**src/rtl/prog_loader_pkg.sv**
```systemverilog
// prog_loader shared types and constants.
// Imported by the loader FSM and its byte packer.
package prog_loader_pkg;

  typedef enum logic [2:0] {
    IDLE,
    HDR_HI,
    HDR_LO,
    WORD,
    WRITE,
    CHK,
    DONE,
    ERR
  } loader_state_t;

  localparam int HDR_BYTES  = 2;
  localparam int WORD_BYTES = 4;

endpackage

```
**src/rtl/prog_loader_if.sv**
```systemverilog
// Byte-stream valid/ready handshake into the loader.
// master = byte source, slave = loader.
interface prog_loader_if;

  logic [7:0] byte_i;
  logic       byte_valid;
  logic       byte_ready;

  modport master (
    output byte_i,
    output byte_valid,
    input  byte_ready
  );

  modport slave (
    input  byte_i,
    input  byte_valid,
    output byte_ready
  );

endinterface

```
**src/rtl/prog_loader_byte_packer.sv**
```systemverilog
// Packs accepted stream bytes MSB-first into one word.
// last_o flags the byte that completes the word.
module prog_loader_byte_packer
  import prog_loader_pkg::*;
#(
  parameter int DATA_W = 32
) (
  input  logic              clk,
  input  logic              reset,
  input  logic              clr_i,
  input  logic              shift_i,
  input  logic [7:0]        byte_i,
  output logic [DATA_W-1:0] word_o,
  output logic              last_o
);

  logic [DATA_W-1:0] word_q, word_d;
  logic [1:0]        idx_q, idx_d;

  // shift in on accept, clear on load start
  always_comb begin
    word_d = word_q;
    idx_d  = idx_q;
    if (clr_i) begin
      word_d = '0;
      idx_d  = '0;
    end else if (shift_i) begin
      word_d = {word_q[DATA_W-9:0], byte_i};
      idx_d  = idx_q + 2'd1;
    end
  end

  // packer registers
  always_ff @(posedge clk) begin
    if (reset) begin
      word_q <= '0;
      idx_q  <= '0;
    end else begin
      word_q <= word_d;
      idx_q  <= idx_d;
    end
  end

  assign word_o = word_q;
  assign last_o = shift_i
               && (idx_q == 2'(WORD_BYTES - 1));

endmodule

```
**src/rtl/prog_loader.sv**
```systemverilog
// Framed boot loader feeding the instruction-memory port.
// Holds the CPU in reset until a frame checksums clean.
module prog_loader
  import prog_loader_pkg::*;
#(
  parameter int                ADDR_W    = 32,
  parameter int                DATA_W    = 32,
  parameter logic [ADDR_W-1:0] BASE_ADDR = '0,
  parameter int                MAX_WORDS = 65536
) (
  input  logic              clk,
  input  logic              reset,
  input  logic              start,
  prog_loader_if.slave      bus,
  output logic              prog,
  output logic              write,
  output logic [ADDR_W-1:0] addr_o,
  output logic [DATA_W-1:0] data_o,
  output logic              cpu_reset,
  output logic              done,
  output logic              err
);

  localparam int CntW = HDR_BYTES * 8;

  loader_state_t     state_q, state_d;
  logic [7:0]        hi_q, hi_d;
  logic [CntW-1:0]   rem_q, rem_d;
  logic [7:0]        csum_q, csum_d;
  logic [ADDR_W-1:0] addr_q, addr_d;

  logic              xfer;
  logic              clr;
  logic              shift;
  logic              last;
  logic [CntW-1:0]   hdr_cnt;

  assign xfer    = bus.byte_valid & bus.byte_ready;
  assign hdr_cnt = {hi_q, bus.byte_i};

  prog_loader_byte_packer #(
    .DATA_W (DATA_W)
  ) u_packer (
    .clk     (clk),
    .reset   (reset),
    .clr_i   (clr),
    .shift_i (shift),
    .byte_i  (bus.byte_i),
    .word_o  (data_o),
    .last_o  (last)
  );

  // next-state, counters and running checksum
  always_comb begin
    state_d = state_q;
    hi_d    = hi_q;
    rem_d   = rem_q;
    csum_d  = csum_q;
    addr_d  = addr_q;
    clr     = 1'b0;
    shift   = 1'b0;
    case (state_q)
      IDLE, DONE, ERR: begin
        if (start) begin
          state_d = HDR_HI;
          csum_d  = '0;
          addr_d  = BASE_ADDR;
          clr     = 1'b1;
        end
      end
      HDR_HI: begin
        if (xfer) begin
          hi_d    = bus.byte_i;
          csum_d  = csum_q ^ bus.byte_i;
          state_d = HDR_LO;
        end
      end
      HDR_LO: begin
        if (xfer) begin
          csum_d = csum_q ^ bus.byte_i;
          rem_d  = hdr_cnt;
          if (hdr_cnt == '0)
            state_d = CHK;
          else if (32'(hdr_cnt) > 32'(MAX_WORDS))
            state_d = ERR;
          else
            state_d = WORD;
        end
      end
      WORD: begin
        if (xfer) begin
          shift  = 1'b1;
          csum_d = csum_q ^ bus.byte_i;
          if (last) state_d = WRITE;
        end
      end
      WRITE: begin
        addr_d  = addr_q + ADDR_W'(1);
        rem_d   = rem_q - CntW'(1);
        state_d = (rem_q == CntW'(1)) ? CHK : WORD;
      end
      CHK: begin
        if (xfer)
          state_d = (bus.byte_i == csum_q) ? DONE : ERR;
      end
      default: state_d = IDLE;
    endcase
  end

  // state and datapath registers
  always_ff @(posedge clk) begin
    if (reset) begin
      state_q <= IDLE;
      hi_q    <= '0;
      rem_q   <= '0;
      csum_q  <= '0;
      addr_q  <= BASE_ADDR;
    end else begin
      state_q <= state_d;
      hi_q    <= hi_d;
      rem_q   <= rem_d;
      csum_q  <= csum_d;
      addr_q  <= addr_d;
    end
  end

  assign bus.byte_ready = state_q inside
    {HDR_HI, HDR_LO, WORD, CHK};
  assign prog = state_q inside
    {HDR_HI, HDR_LO, WORD, WRITE, CHK};
  assign write     = (state_q == WRITE);
  assign cpu_reset = (state_q != DONE);
  assign done      = (state_q == DONE);
  assign err       = (state_q == ERR);
  assign addr_o    = addr_q;

endmodule
```
**src/flat_wrapper.sv**
```systemverilog
// flat-port wrapper written by rule: the top's interface ports become plain ports
module prog_loader_flat import prog_loader_pkg::*;
#(
  parameter int                ADDR_W    = 32,
  parameter int                DATA_W    = 32,
  parameter logic [ADDR_W-1:0] BASE_ADDR = '0,
  parameter int                MAX_WORDS = 65536
)
  (clk, reset, start, prog, write, addr_o, data_o, cpu_reset, done, err, bus_byte_i, bus_byte_valid, bus_byte_ready);
  prog_loader_if bus_i ();
  input  logic clk;
  input  logic reset;
  input  logic start;
  output logic prog;
  output logic write;
  output logic [ADDR_W-1:0] addr_o;
  output logic [DATA_W-1:0] data_o;
  output logic cpu_reset;
  output logic done;
  output logic err;
  input wire logic [$bits(bus_i.byte_i)-1:0] bus_byte_i;
  input wire logic [$bits(bus_i.byte_valid)-1:0] bus_byte_valid;
  output wire logic [$bits(bus_i.byte_ready)-1:0] bus_byte_ready;
  assign bus_i.byte_i = bus_byte_i;
  assign bus_i.byte_valid = bus_byte_valid;
  assign bus_byte_ready = bus_i.byte_ready;
  prog_loader #(.ADDR_W(ADDR_W), .DATA_W(DATA_W), .BASE_ADDR(BASE_ADDR), .MAX_WORDS(MAX_WORDS)) u_core (.clk(clk), .reset(reset), .start(start), .bus(bus_i), .prog(prog), .write(write), .addr_o(addr_o), .data_o(data_o), .cpu_reset(cpu_reset), .done(done), .err(err));
endmodule
```
**config.mk**
```make
export PLATFORM = sky130hd
export DESIGN_NAME = prog_loader_flat
export DESIGN_NICKNAME = d
export VERILOG_FILES = /design/src/rtl/prog_loader_pkg.sv /design/src/rtl/prog_loader_if.sv /design/src/rtl/prog_loader_byte_packer.sv /design/src/rtl/prog_loader.sv /design/src/flat_wrapper.sv
export SDC_FILE = /design/constraint.sdc
export NUM_CORES = 1
export LEC_CHECK = 0
export ABC_AREA = 1
export ABC_CLOCK_PERIOD_IN_PS = 1850
export CAP_MARGIN = 15
export CELL_PAD_IN_SITES_DETAIL_PLACEMENT = 0
export CELL_PAD_IN_SITES_GLOBAL_PLACEMENT = 1
export CORE_UTILIZATION = 39
export DETAILED_ROUTE_END_ITERATION = 7
export PLACE_DENSITY = 0.88
export SYNTH_ARGS = -nofsm -noshare
export SYNTH_HDL_FRONTEND = slang
export SYNTH_SLANG_ARGS = --single-unit
```
**constraint.sdc**
```tcl
create_clock -name clk -period 1.85 [get_ports clk]
set_input_delay 0.2775 -clock clk [delete_from_list [all_inputs] [get_ports clk]]
set_output_delay 0.2775 -clock clk [all_outputs]
set_load 0.01 [all_outputs]
```
* Yosys cells after proc, flatten, opt, wreduce, memory -nomap -nowiden
Index checks and enable logic that the tools add are counted.
** Word-level totals
- Bits of input ports :: 12
- Word-level logic and storage cells :: 67
- Register bits :: 101
** Operators by class
- Reduce and logical (&&, ||, !) cells :: 16
- Mux-type cells :: 21
- Equality and inequality tests :: 18
- Add/subtract/negate cells :: 3
- Bitwise gates (word level) :: 2
** Operator list (number)
- $pmux 32 s2 :: 1
- $add 32x1->32 const B :: 1
- $mux 32 :: 1
- $pmux 16 s2 :: 1
- $mux 3 :: 8
- $pmux 3 s6 :: 1
- $eq 16x1->1 const B :: 1
- $logic_not 16->1 :: 1
- $mux 16 :: 1
- $mux 8 :: 2
- $pmux 8 s2 :: 1
- $sub 16x1->16 const B :: 1
- $eq 3x3->1 const B :: 4
- $ne 2x1->1 const B :: 6
- $eq 8x8->1 :: 1
- $xor 8x8->8 :: 1
- $eq 3x2->1 const B :: 2
- $reduce_and 2->1 :: 3
- $reduce_and 6->1 :: 1
- $reduce_bool 2->1 :: 3
- $reduce_or 3->1 :: 2
- $mux 1 :: 5
- $reduce_bool 5->1 :: 1
- $reduce_bool 4->1 :: 1
- 10 further kinds :: 10

* Logic depth before layout (Yosys ltp)
Gate-level depths: netlist (run 1).
- Depth after elaboration :: 9
- Depth in mapped cells :: 11
- Depth with buffers taken out :: 10

* Modules after synthesis
From an unflattened synthesis (run 1), not the netlist that was laid out.
** Second synthesis, totals
- Cells, all modules :: 870
- Area, all modules :: 5526.6 µm²
** By module, submodules not included
- prog_loader :: times used 1, area an instance 4095.2 µm², cells an instance 652
- prog_loader_byte_packer :: times used 1, area an instance 1431.4 µm², cells an instance 218

* Least setup slack after synthesis (run 1)
Ideal clock, no wire load.
- Kind :: register to register
- Start point :: reg u_core.addr_q[0], in the netlist u_core.addr_o[0]
- End point :: reg u_core.addr_q[30], in the netlist u_core.addr_o[30]
- Stages on the path, launching flop included :: 9
- Data required time :: 1.734 ns
- Path slack :: 0.299 ns
- Setup time :: 0.116 ns
- Path buffers :: 0
- Data arrival time :: 1.435 ns
- Clock period less this slack :: 1.551 ns
- Cell sequence :: dfxtp_1 ha_1 nand2_1 nor2_1 nand2_1 nor2_2 nand4_1 o21ai_0 nor2_1
** Between the ends
- Cells in the longest elaborated chain, start to end :: 2
** RTL lines
- start: declaration :: line prog_loader.sv:30 : logic [ADDR_W-1:0] addr_q, addr_d;
- start signal: assignment :: line prog_loader.sv:123 : addr_q <= addr_d;
- $add 32x1->32 :: line prog_loader.sv:98 : addr_d = addr_q + ADDR_W'(1);
- $pmux 32 s2 :: line prog_loader.sv:62 : case (state_q)
Every way passes these cells.
A chain may end at the register's enable or synchronous reset.

* Worst setup path in the final report (run 1)
- Start point :: reg u_core.state_q[1]
- End point :: out cpu_reset
** Between the ends
- Cells in the longest elaborated chain, start to end :: 1
** RTL lines
- start: declaration :: line prog_loader.sv:26 : loader_state_t state_q, state_d;
- start signal: assignment :: line prog_loader.sv:119 : state_q <= state_d;
- $ne 3x3->1 :: line prog_loader.sv:132 : assign cpu_reset = (state_q != DONE);
- end: declaration :: line flat_wrapper.sv:18 : output logic cpu_reset;
Every way passes these cells.

==> flow_summary_export.csv, run 1 <==
group,metric,value,unit
clock_network,tritoncts,"built",
synth,synth.net_count,819,
setup_path,worst_path_cell_chain,"nand2_2 -> nor2_4 -> inv_1 -> clkdlybuf4s50_1",
sta,worst_path_setup_slack_after_routing,0.0946,ns
sta,maxSlewViolCount,0,
route,drt_pass_1_iters,5,
clock_network,clock_sink_count,101,
setup_path,timing.critical_path.required,1.57,ns
die,placeableCoreArea,0.0134,mm^2
setup_path,cp-end-kind,"output port",
hold_path,hold_path_class,"flop to flop",
placed_design,gp_congestion,0.879,
synth,yosys_warnings,0,
synth,synth.mux.area_fraction,0,
route,detailedRoute.firstIterationViolations,305,
route,totalWireLength,14300,um
placed_design,pre_cts_ws,0.0756,ns
die,die_w,120,um
global_route,grt_antenna_before_repair,0,
synth,post_synth_and_or_nand_nor_area_fraction,0.349,
clock_network,clk_transition_reported_paths,0.07,ns
layout,utilization_after_layout,0.508,
pwr,vdd_drop_max,0.758,mV
synth,dominant_combinational_cell_family_by_area_after_synthesis,"simple AND/OR/NAND/NOR gates",
synth,post_synthesis_cells,802,
synth,synth.ff_latch_count,101,
global_route,vias_in_the_first_global_route,4913,
placed_design,detailed_place_hpwl,10400,um
layout,insertedDiodeCount,0,
global_route,grt_max_degree,36,
clock_network,clock_tree.buffer_depth,2,
setup_path,timing.setup.critical_path_class,"flop to output port",
layout,final_layout_size_suffix_gt1_frac,0.119,
synth,synth-seq-area-share,0.374,
sta,clock_skew,0.00964,ns
sta,grt_setup_unrepaired,"no",
layout,regArea,0.00203,mm^2
die,num_io_pins,82,
clock_network,cts_buffers,9,
synth,synth_compound_area_frac,0.156,
die,die-height,120,um
setup_path,worst_setup_path_start_kind,"flop",
sta,worst_hold_slack,0.465,ns
setup_path,critPathSlowestCell,"clkdlybuf4s50_1",
job,maxCapViolCount,0,
die,core.rowCount,42,
die,start_util,0.403,
sta,final-hold-violation-count,0,
synth,synth_fa_ha_area_frac,0.0116,
route,drt-vias-per-instance,5.00,
sta,max_freq,570,MHz
sta,final_setup_tns,0,ns
pwr,powerDensity,896,mW/mm^2
pwr,leakage,2.49,nW
global_route,gr-usage-all-layers,0.207,
global_route,grt.overflow.total,0,
layout,multi_input_comb_area,0.00290,mm^2
synth,mappedNetlistArea,0.00540,mm^2
route,drc_errors,0,
clock_network,clock_latency,0.36,ns
route,routed_wire_length_per_instance,13.3,um
die,dieArea,0.0143,mm^2
clock_network,clock_tree.root_cell,"clkbuf_16",
setup_path,cell_class_contributing_the_biggest_share_of_worst_path_delay,"buffers and inverters",
outcome,outcome,"completed",
route,route.antenna.remaining_nets,0,
sta,period_needed,1.76,ns
setup_path,crit_buf_inv,2,
placed_design,port_buffers,81,
sta,slew_headroom,0.747,
global_route,grt_first_pass_wirelength,23900,um
setup_path,slowest_delay,0.47,ns
layout,areaGrowthSynthToFinish,26.0,%
sta,min_period_over_period,0.949,
setup_path,crit_arrival,1.48,ns
synth,synth.lib_cells_used.distinct,44,
layout,n_fill_cell,1341,
synth,post_synth.cell_area_avg,6.73,um^2
synth,parity_gate_share_of_the_synthesized_area_counting_xor_and_xnor_cells,0.0178,
layout,fin_nets,908,
sta,timing_worst_slew_pin_value,0.378,ns
clock_network,cts_max_level,3,
route,via_count,5360,
sta,setup_violations_final,0,
setup_path,worstPathMaxFanout,6,
metrics by stage:
stage	std cells	total power (W)	area, um^2
2_1_floorplan	802	0.00381	5400
3_3_place_gp	1056	0.00409	6460
3_5_place_dp	1056	0.00411	6460
4_1_cts	1072	0.00616	6790
5_1_grt	1072	0.00645	6810
6_report	1072	0.00610	6810
cells by family (layout without fill, tap and decap cells):
family | after synthesis | count (layout)
AND/OR/NAND/NOR | 429 | 429
AO/OA/AOI/OAI | 148 | 148
buffers and inverters | 108 | 202
flip-flops | 101 | 101
XOR/XNOR | 11 | 11
adder cells (fa/ha/maj) | 5 | 5
state kept, by name (all words and copies together) (netlist names):
signal / flops
u_core.hi_q: 8
u_core.rem_q: 16
u_core.state_q: 3
u_core.u_packer.idx_q: 2
u_core.csum_q: 8
u_core.u_packer.word_o: 32
u_core.addr_o: 32
cells in the mapped netlist (all sizes together):
| library cell | count | area (um^2) |
|---|---|---|
| clkbuf | 9 | 33.8 |
| ha | 5 | 62.6 |
| clkinv | 1 | 3.75 |
| a31oi | 3 | 18.8 |
| inv | 75 | 284 |
| o21ai | 58 | 332 |
| dfxtp | 101 | 2020 |
| o211ai | 1 | 7.51 |
| o22ai | 2 | 12.5 |
| xnor2 | 8 | 70.1 |
| buf | 23 | 170 |
| a21oi | 78 | 428 |
| a22oi | 1 | 7.51 |
| xor2 | 3 | 26.3 |
| nand3b | 2 | 15.0 |
| nand3 | 77 | 400 |
| nor3 | 4 | 25.0 |
| nor2b | 1 | 6.26 |
| a211oi | 3 | 22.5 |
| nand2 | 220 | 867 |
| o21a | 1 | 7.51 |
| o221ai | 1 | 8.76 |
| nor2 | 111 | 483 |
| or2 | 2 | 12.5 |
| nand4 | 12 | 75.1 |
what timing repair did:
action,in CTS,in global routing
hold buffers,0,0
gates resized for setup,8,5
buffers inserted,0,0
endpoints found under the setup margin,6,6
pin swaps,0,0
area by class of cell:
| class | count | share of cell area |
|---|---|---|
| Clock buffer | 10 | 0.0351 |
| Clock inverter | 6 | 0.0120 |
| Inverter | 76 | 0.0423 |
| Multi-Input combinational cell | 593 | 0.426 |
| Sequential cell | 101 | 0.298 |
| Tap cell | 176 | 0.0324 |
| Timing Repair Buffer | 110 | 0.154 |
path summary, 6_finish.rpt:
check	start	endpoint	slack [ns]	depth (start not counted)
max	u_core.state_q[1]	cpu_reset	0.09	4
min	u_core.u_packer.word_o[31]	u_core.u_packer.word_o[31]	0.46	2
max reg2reg	u_core.addr_o[5]	u_core.addr_o[23]	0.23	10
min reg2reg	u_core.u_packer.word_o[31]	u_core.u_packer.word_o[31]	0.46	2
tightest hold or removal path, delay by kind of cell (launching register included):
kind / cells / cell delay [ns]
AO/OA/AOI/OAI: 1 / 0.05
flip-flops: 1 / 0.31
AND/OR/NAND/NOR: 1 / 0.06
cell usage in the layout, fill, tap and decap left out, types with 4 or more instances in the layout:
| cell | instances |
|---|---|
| nor2_2 | 13 |
| nor2_1 | 93 |
| o21ai_1 | 8 |
| clkbuf_16 | 9 |
| nor2_4 | 4 |
| xnor2_1 | 8 |
| o21ai_0 | 39 |
| ha_1 | 5 |
| a21oi_2 | 10 |
| nand2_2 | 4 |
| a21oi_1 | 68 |
| nand4_1 | 12 |
| nand2_1 | 213 |
| inv_1 | 67 |
| inv_2 | 7 |
| dfxtp_1 | 98 |
| nand3_1 | 74 |
| buf_4 | 28 |
| o21ai_2 | 11 |
| clkdlybuf4s50_1 | 76 |
report_power, final:
part | switching (W) | internal (W) | total, W
sequential | 0.000127 | 0.00230 | 0.00243
combinational | 0.00104 | 0.000582 | 0.00162
clock | 0.000921 | 0.00113 | 0.00205
layer usage:
metal,GRT usage,vias to the layer above,wire length [um]
li1,-,2785,-
met1,0.273,2439,6710
met2,0.339,125,6740
met3,0.0504,11,657
met4,0.0477,0,151
met5,0,-,0
Note: power is estimated with default switching activity, not from simulation.
==> run 2: changes to the inputs <==
Settings changed: SETUP_SLACK_MARGIN from default to 0.4.
==> run 2 against run 1 <==
Worst hold slack improved by 0.00061 ns. Combinational power increased by 57%. Setup slack improved by 0.13 ns. Routed wire length increased by 9.5%. Critical path depth increased by 2. Core utilization increased by 5.7 points. Largest power group is now combinational cells.
==> flow_summary_export.csv, run 2 (synthesized netlist as in run 1, its figures left out) <==
group,metric,value,unit
pwr,leakage,3.02,nW
route,route.antenna.remaining_nets,0,
layout,utilization_after_layout,0.565,
route,totalWireLength,15600,um
pwr,part_of_the_total_power_dissipated_in_sequential_elements,0.355,
setup_path,worst_setup_path_startpoint,"u_core.state_q[1]",
layout,final_layout_size_suffix_gt1_frac,0.266,
clock_network,cts_max_level,3,
die,dieArea,0.0143,mm^2
die,start_util,0.403,
setup_path,worst_path_cell_chain,"buf_6 -> buf_6 -> nand2_8 -> o21ai_4 -> nand2_4 -> buf_6",
route,drt-vias-per-instance,5.07,
layout,insertedDiodeCount,0,
global_route,gr-usage-all-layers,0.220,
pwr,powerDensity,896,mW/mm^2
pwr,clockPowerShare,0.271,
sta,clock_skew,0.00954,ns
setup_path,timing.critical_path.required,1.57,ns
sta,period_needed,1.62,ns
clock_network,clk_transition_reported_paths,0.07,ns
clock_network,clock_sink_count,101,
die,placeableCoreArea,0.0134,mm^2
setup_path,worst_setup_path_start_kind,"flop",
global_route,grt_max_degree,35,
global_route,grt_first_pass_wirelength,25200,um
placed_design,port_buffers,81,
route,drt_pass_1_iters,5,
die,die_w,120,um
global_route,grt.overflow.total,0,
clock_network,cts_buffers,9,
die,die-height,120,um
sta,max_freq,617,MHz
setup_path,cp-end-kind,"output port",
sta,setup_violations_final,0,
clock_network,clock_tree.buffer_depth,2,
pwr,net_switching_power,0.00245,W
global_route,vias_in_the_first_global_route,5099,
layout,areaGrowthSynthToFinish,40.1,%
setup_path,worstPathMaxFanout,4,
sta,final-hold-violation-count,0,
job,maxCapViolCount,0,
route,drc_errors,0,
placed_design,gp_congestion,0.848,
global_route,grt_antenna_before_repair,0,
sta,min_period_over_period,0.876,
pwr,share_comb_of_total_power,0.374,
pwr,vdd_drop_max,0.654,mV
pwr,power.switching_fraction,0.361,
outcome,outcome,"completed",
sta,grt_setup_unrepaired,"yes",
die,core.rowCount,42,
setup_path,timing.setup.critical_path_class,"flop to output port",
layout,fin_nets,932,
setup_path,timing.rr.start,"u_core.state_q[1]",
setup_path,crit_top_cell,"buf_6",
clock_network,tritoncts,"built",
clock_network,clock_tree.root_cell,"clkbuf_16",
layout,most-common-layout-cells,"192 x nand2_1, 75 x nor2_1, 74 x nand3_1, 73 x dfxtp_1, 64 x dlygate4sd2_1",
route,detailedRoute.firstIterationViolations,258,
layout,final_common_cell,"nand2_1",
route,routed_wire_length_per_instance,14.2,um
placed_design,detailed_place_hpwl,10300,um
pwr,power_report.internal_total,0.00433,W
sta,timing_worst_slew_pin_value,0.698,ns
hold_path,hold_path_class,"flop to flop",
sta,maxSlewViolCount,0,
clock_network,clock_latency,0.36,ns
sta,final_setup_tns,0,ns
hold_path,worst_hold_startpoint,"u_core.u_packer.word_o[28]",
setup_path,critPathSlowestCell,"dfxtp_4",
die,num_io_pins,82,
sta,slew_headroom,0.534,
setup_path,slowest_delay,0.39,ns
setup_path,crit_arrival,1.34,ns
route,via_count,5560,
run 2: cell types whose count changed in the layout (fill, tap and decap cells not counted), sizes merged, moves of 2 or more:
cell / before / now
nand2: 220 / 223
dlymetal6s2s: 3 / 0
clkinv: 1 / 3
clkinvlp: 0 / 2
dlygate4sd2: 2 / 64
clkdlybuf4s50: 76 / 11
inv: 80 / 76
buf: 29 / 54
run 2: repair_timing:
action | 4_1_cts | 5_1_grt
resized for setup | 168 | 112
pin swaps | 22 | 17
endpoints found under the setup margin | 120 | 103
hold buffers | 0 | 0
buffers inserted | 18 | 2
cloned | 3 | 3
endpoints found under the hold margin | 0 | 0
run 2: final timing paths:
check,slack (ns),depth (start not counted),end
setup / recovery,0.23,6,prog
hold / removal,0.47,2,u_core.u_packer.word_o[28]
setup reg to reg,0.24,12,u_core.csum_q[6]
hold reg to reg,0.47,2,u_core.u_packer.word_o[28]
run 2: layout make-up:
cell class              instances  area (um^2)
clock buffers                  11          233
clock inverters                 5         43.8
fillers                      1281         5840
inverters                      76          323
multi-input cells             597         3400
flip-flops and latches        101         2070
well taps                     176          220
repair buffers                130         1280
run 2: layer usage:
metal	GRT usage	wire length, um	share of wire
met1	0.290	7060	0.45
met2	0.370	7730	0.50
met5	0	0	0
met3	0.0380	636	0.041
met4	0.0602	192	0.012
run 2: metrics by stage:
| stage | total power (W) | hold slack, ns | area (um^2) | instances | worst slack (ns) |
|---|---|---|---|---|---|
| 3_3_place_gp | 0.00411 | 0.451 | 6490 | 1054 | 0.0738 |
| 6_report | 0.00678 | 0.465 | 7560 | 1096 | 0.229 |
| 2_1_floorplan | 0.00381 | 0.412 | 5410 | 802 | 0.420 |
| 3_5_place_dp | 0.00412 | 0.453 | 6490 | 1054 | 0.0767 |
| 4_1_cts | 0.00657 | 0.457 | 7130 | 1091 | 0.182 |
| 5_1_grt | 0.00712 | 0.488 | 7560 | 1096 | 0.110 |
run 2: power groups by stage:
stage	sequential (W)	combinational [W]	clock (W)
after floorplan	0.00244	0.00137	0
after global placement	0.00246	0.00165	0
after detailed placement	0.00246	0.00166	0
after CTS	0.00240	0.00229	0.00188
after global routing	0.00242	0.00274	0.00195
final	0.00241	0.00254	0.00183
run 2: critical path, delay by kind of cell (launching register included):
kind | cells | cell delay [ns]
DFF | 1 | 0.39
buffers and inverters | 3 | 0.34
and+or+nand+nor | 2 | 0.16
AOI/OAI and AO/OA | 1 | 0.10
==> run 3: changes to the inputs <==
Settings changed: CORE_MARGIN from default to 10.
==> run 3 against run 2 <==
Clock skew is 0.0026 ns lower. Fmax is 0.76% higher. Final cell count is 3.5% higher. Critical path type is now flop to flop. Clock-buffer cell count is 2 lower. Register-to-register slack hardly changed.
==> flow_summary_export.csv, run 3 (synthesized netlist as in run 1, its figures left out) <==
group,metric,value,unit
route,drc_errors,0,
clock_network,clock_tree.buffer_depth,2,
pwr,power_report.internal_total,0.00456,W
clock_network,cts_hold_repair.buffers,0,
pwr,net_switching_power,0.00265,W
setup_path,worst_path_cell_chain,"buf_6 -> nor2_4 -> buf_4 -> inv_1 -> nand3_2 -> nand2_2 -> nand2_4 -> nor2_4 -> buf_6 -> o21ai_2 -> nor2_2",
sta,setup_violations_final,0,
pwr,clockPowerShare,0.273,
layout,areaGrowthSynthToFinish,47.8,%
setup_path,worstPathMaxFanout,6,
route,drt-vias-per-instance,5.14,
route,drt_pass_1_iters,5,
die,dieArea,0.0190,mm^2
sta,period_needed,1.61,ns
global_route,gr-usage-all-layers,0.184,
sta,timing_worst_slew_pin_value,0.365,ns
global_route,grt_max_degree,35,
sta,min_period_over_period,0.870,
layout,utilization_after_layout,0.596,
global_route,grt.overflow.total,0,
setup_path,crit_buf_inv,4,
clock_network,clock_sink_count,101,
setup_path,cp-end-kind,"flop",
clock_network,cts_buffers,9,
clock_network,cts_max_level,3,
die,die-height,138,um
job,maxCapViolCount,0,
sta,final_setup_tns,0,ns
pwr,total_power,0.00721,W
setup_path,crit_arrival,1.91,ns
clock_network,clk_transition_reported_paths,0.08,ns
layout,final_layout_size_suffix_gt1_frac,0.279,
sta,final-hold-violation-count,0,
clock_network,clock_latency,0.36,ns
layout,most-common-layout-cells,"199 x nand2_1, 84 x dfxtp_1, 75 x nor2_1, 68 x nand3_1, 62 x dlygate4sd2_1",
die,start_util,0.403,
pwr,share_comb_of_total_power,0.390,
sta,max_freq,621,MHz
layout,fin_nets,970,
global_route,vias_in_the_first_global_route,5709,
layout,final_common_cell,"nand2_1",
route,detailedRoute.firstIterationViolations,375,
sta,clock_skew,0.00691,ns
die,core.rowCount,42,
setup_path,rrSetupSlack,0.24,ns
placed_design,detailed_place_hpwl,11400,um
pwr,leakage,3.22,nW
die,die_w,138,um
global_route,grt_first_pass_wirelength,28300,um
pwr,powerDensity,904,mW/mm^2
hold_path,hold_path_class,"flop to flop",
setup_path,timing.critical_path.required,2.15,ns
pwr,vdd_drop_max,0.854,mV
die,placeableCoreArea,0.0134,mm^2
setup_path,timing.setup.critical_path_class,"flop to flop",
placed_design,port_buffers,81,
route,route.antenna.remaining_nets,0,
outcome,outcome,"completed",
setup_path,critPathSlowestCell,"dfxtp_4",
setup_path,cell_class_contributing_the_biggest_share_of_worst_path_delay,"simple AND/OR/NAND/NOR gates",
clock_network,clock_tree.root_cell,"clkbuf_16",
placed_design,gp_congestion,0.853,
pwr,part_of_the_total_power_dissipated_in_sequential_elements,0.337,
global_route,grt_antenna_before_repair,0,
route,via_count,5832,
route,routed_wire_length_per_instance,15.6,um
layout,insertedDiodeCount,0,
pwr,power.switching_fraction,0.368,
clock_network,tritoncts,"built",
sta,grt_setup_unrepaired,"yes",
sta,maxSlewViolCount,0,
setup_path,worst_setup_path_start_kind,"flop",
route,totalWireLength,17700,um
die,num_io_pins,82,
sta,slew_headroom,0.756,
setup_path,slowest_delay,0.36,ns
==> run 3: cell count changes in the layout (fill, tap and decap cells not counted), sizes merged <==
cell | previous run | this run
buf | 54 | 92
clkinv | 3 | 5
dlygate4sd2 | 64 | 62
clkbuf | 11 | 10
inv | 76 | 77
==> run 3: worst paths after layout <==
path / cells after the start / startpoint / endpoint
max: 11 / u_core.state_q[1] / u_core.csum_q[3]
min: 2 / u_core.u_packer.word_o[30] / u_core.u_packer.word_o[30]
max reg2reg: 11 / u_core.state_q[1] / u_core.csum_q[3]
min reg2reg: 2 / u_core.u_packer.word_o[30] / u_core.u_packer.word_o[30]
==> run 3: power groups by stage <==
stage | registers (W) | logic (W) | clock network, W
floorplan | 0.00244 | 0.00137 | 0
global placement | 0.00247 | 0.00165 | 0
detailed placement | 0.00247 | 0.00166 | 0
CTS | 0.00242 | 0.00250 | 0.00201
global route | 0.00244 | 0.00301 | 0.00207
finish | 0.00243 | 0.00281 | 0.00197
==> run 3: through the flow <==
step,hold WS [ns],worst slack (ns),cells,area [um^2]
2_1_floorplan,0.412,0.420,802,5410
3_3_place_gp,0.453,0.122,1060,6530
3_5_place_dp,0.452,0.120,1060,6530
4_1_cts,0.460,0.224,1119,7630
5_1_grt,0.479,0.168,1134,7980
6_report,0.460,0.241,1134,7980
==> run 3: cell type report <==
| cell class | count | area [um^2] |
|---|---|---|
| multi-input cells | 597 | 3370 |
| inverters | 76 | 312 |
| fillers | 1257 | 5420 |
| repair buffers | 167 | 1710 |
| clock buffers | 9 | 225 |
| well taps | 176 | 220 |
| clock inverters | 7 | 88.8 |
| flip-flops and latches | 101 | 2050 |
| repair inverters | 1 | 7.51 |
==> run 3: timing repair <==
item                                    in CTS  in global routing
gates cloned                                 9                  1
setup buffers                               34                 14
resized for setup                          205                 72
pin swaps                                   23                 26
endpoints found under the setup margin     141                101
==> run 3: per-layer routing <==
metal / vias to the layer above / routed length (um) / part of all wire / global-route usage
met5: - / 0 / 0 / 0
met4: 0 / 342 / 0.019 / 0.0521
met3: 30 / 900 / 0.051 / 0.0390
met2: 131 / 8790 / 0.50 / 0.320
met1: 2741 / 7710 / 0.43 / 0.221
li1: 2930 / - / - / -
==> run 3: worst reg2reg max path: stages (launching register included) <==
cell and delay (ns):
dfxtp_4 0.36, buf_6 0.13, nor2_4 0.05, buf_4 0.13, inv_1 0.09, nand3_2 0.09
nand2_2 0.10, nand2_4 0.08, nor2_4 0.24, buf_6 0.15, o21ai_2 0.05, nor2_2 0.10
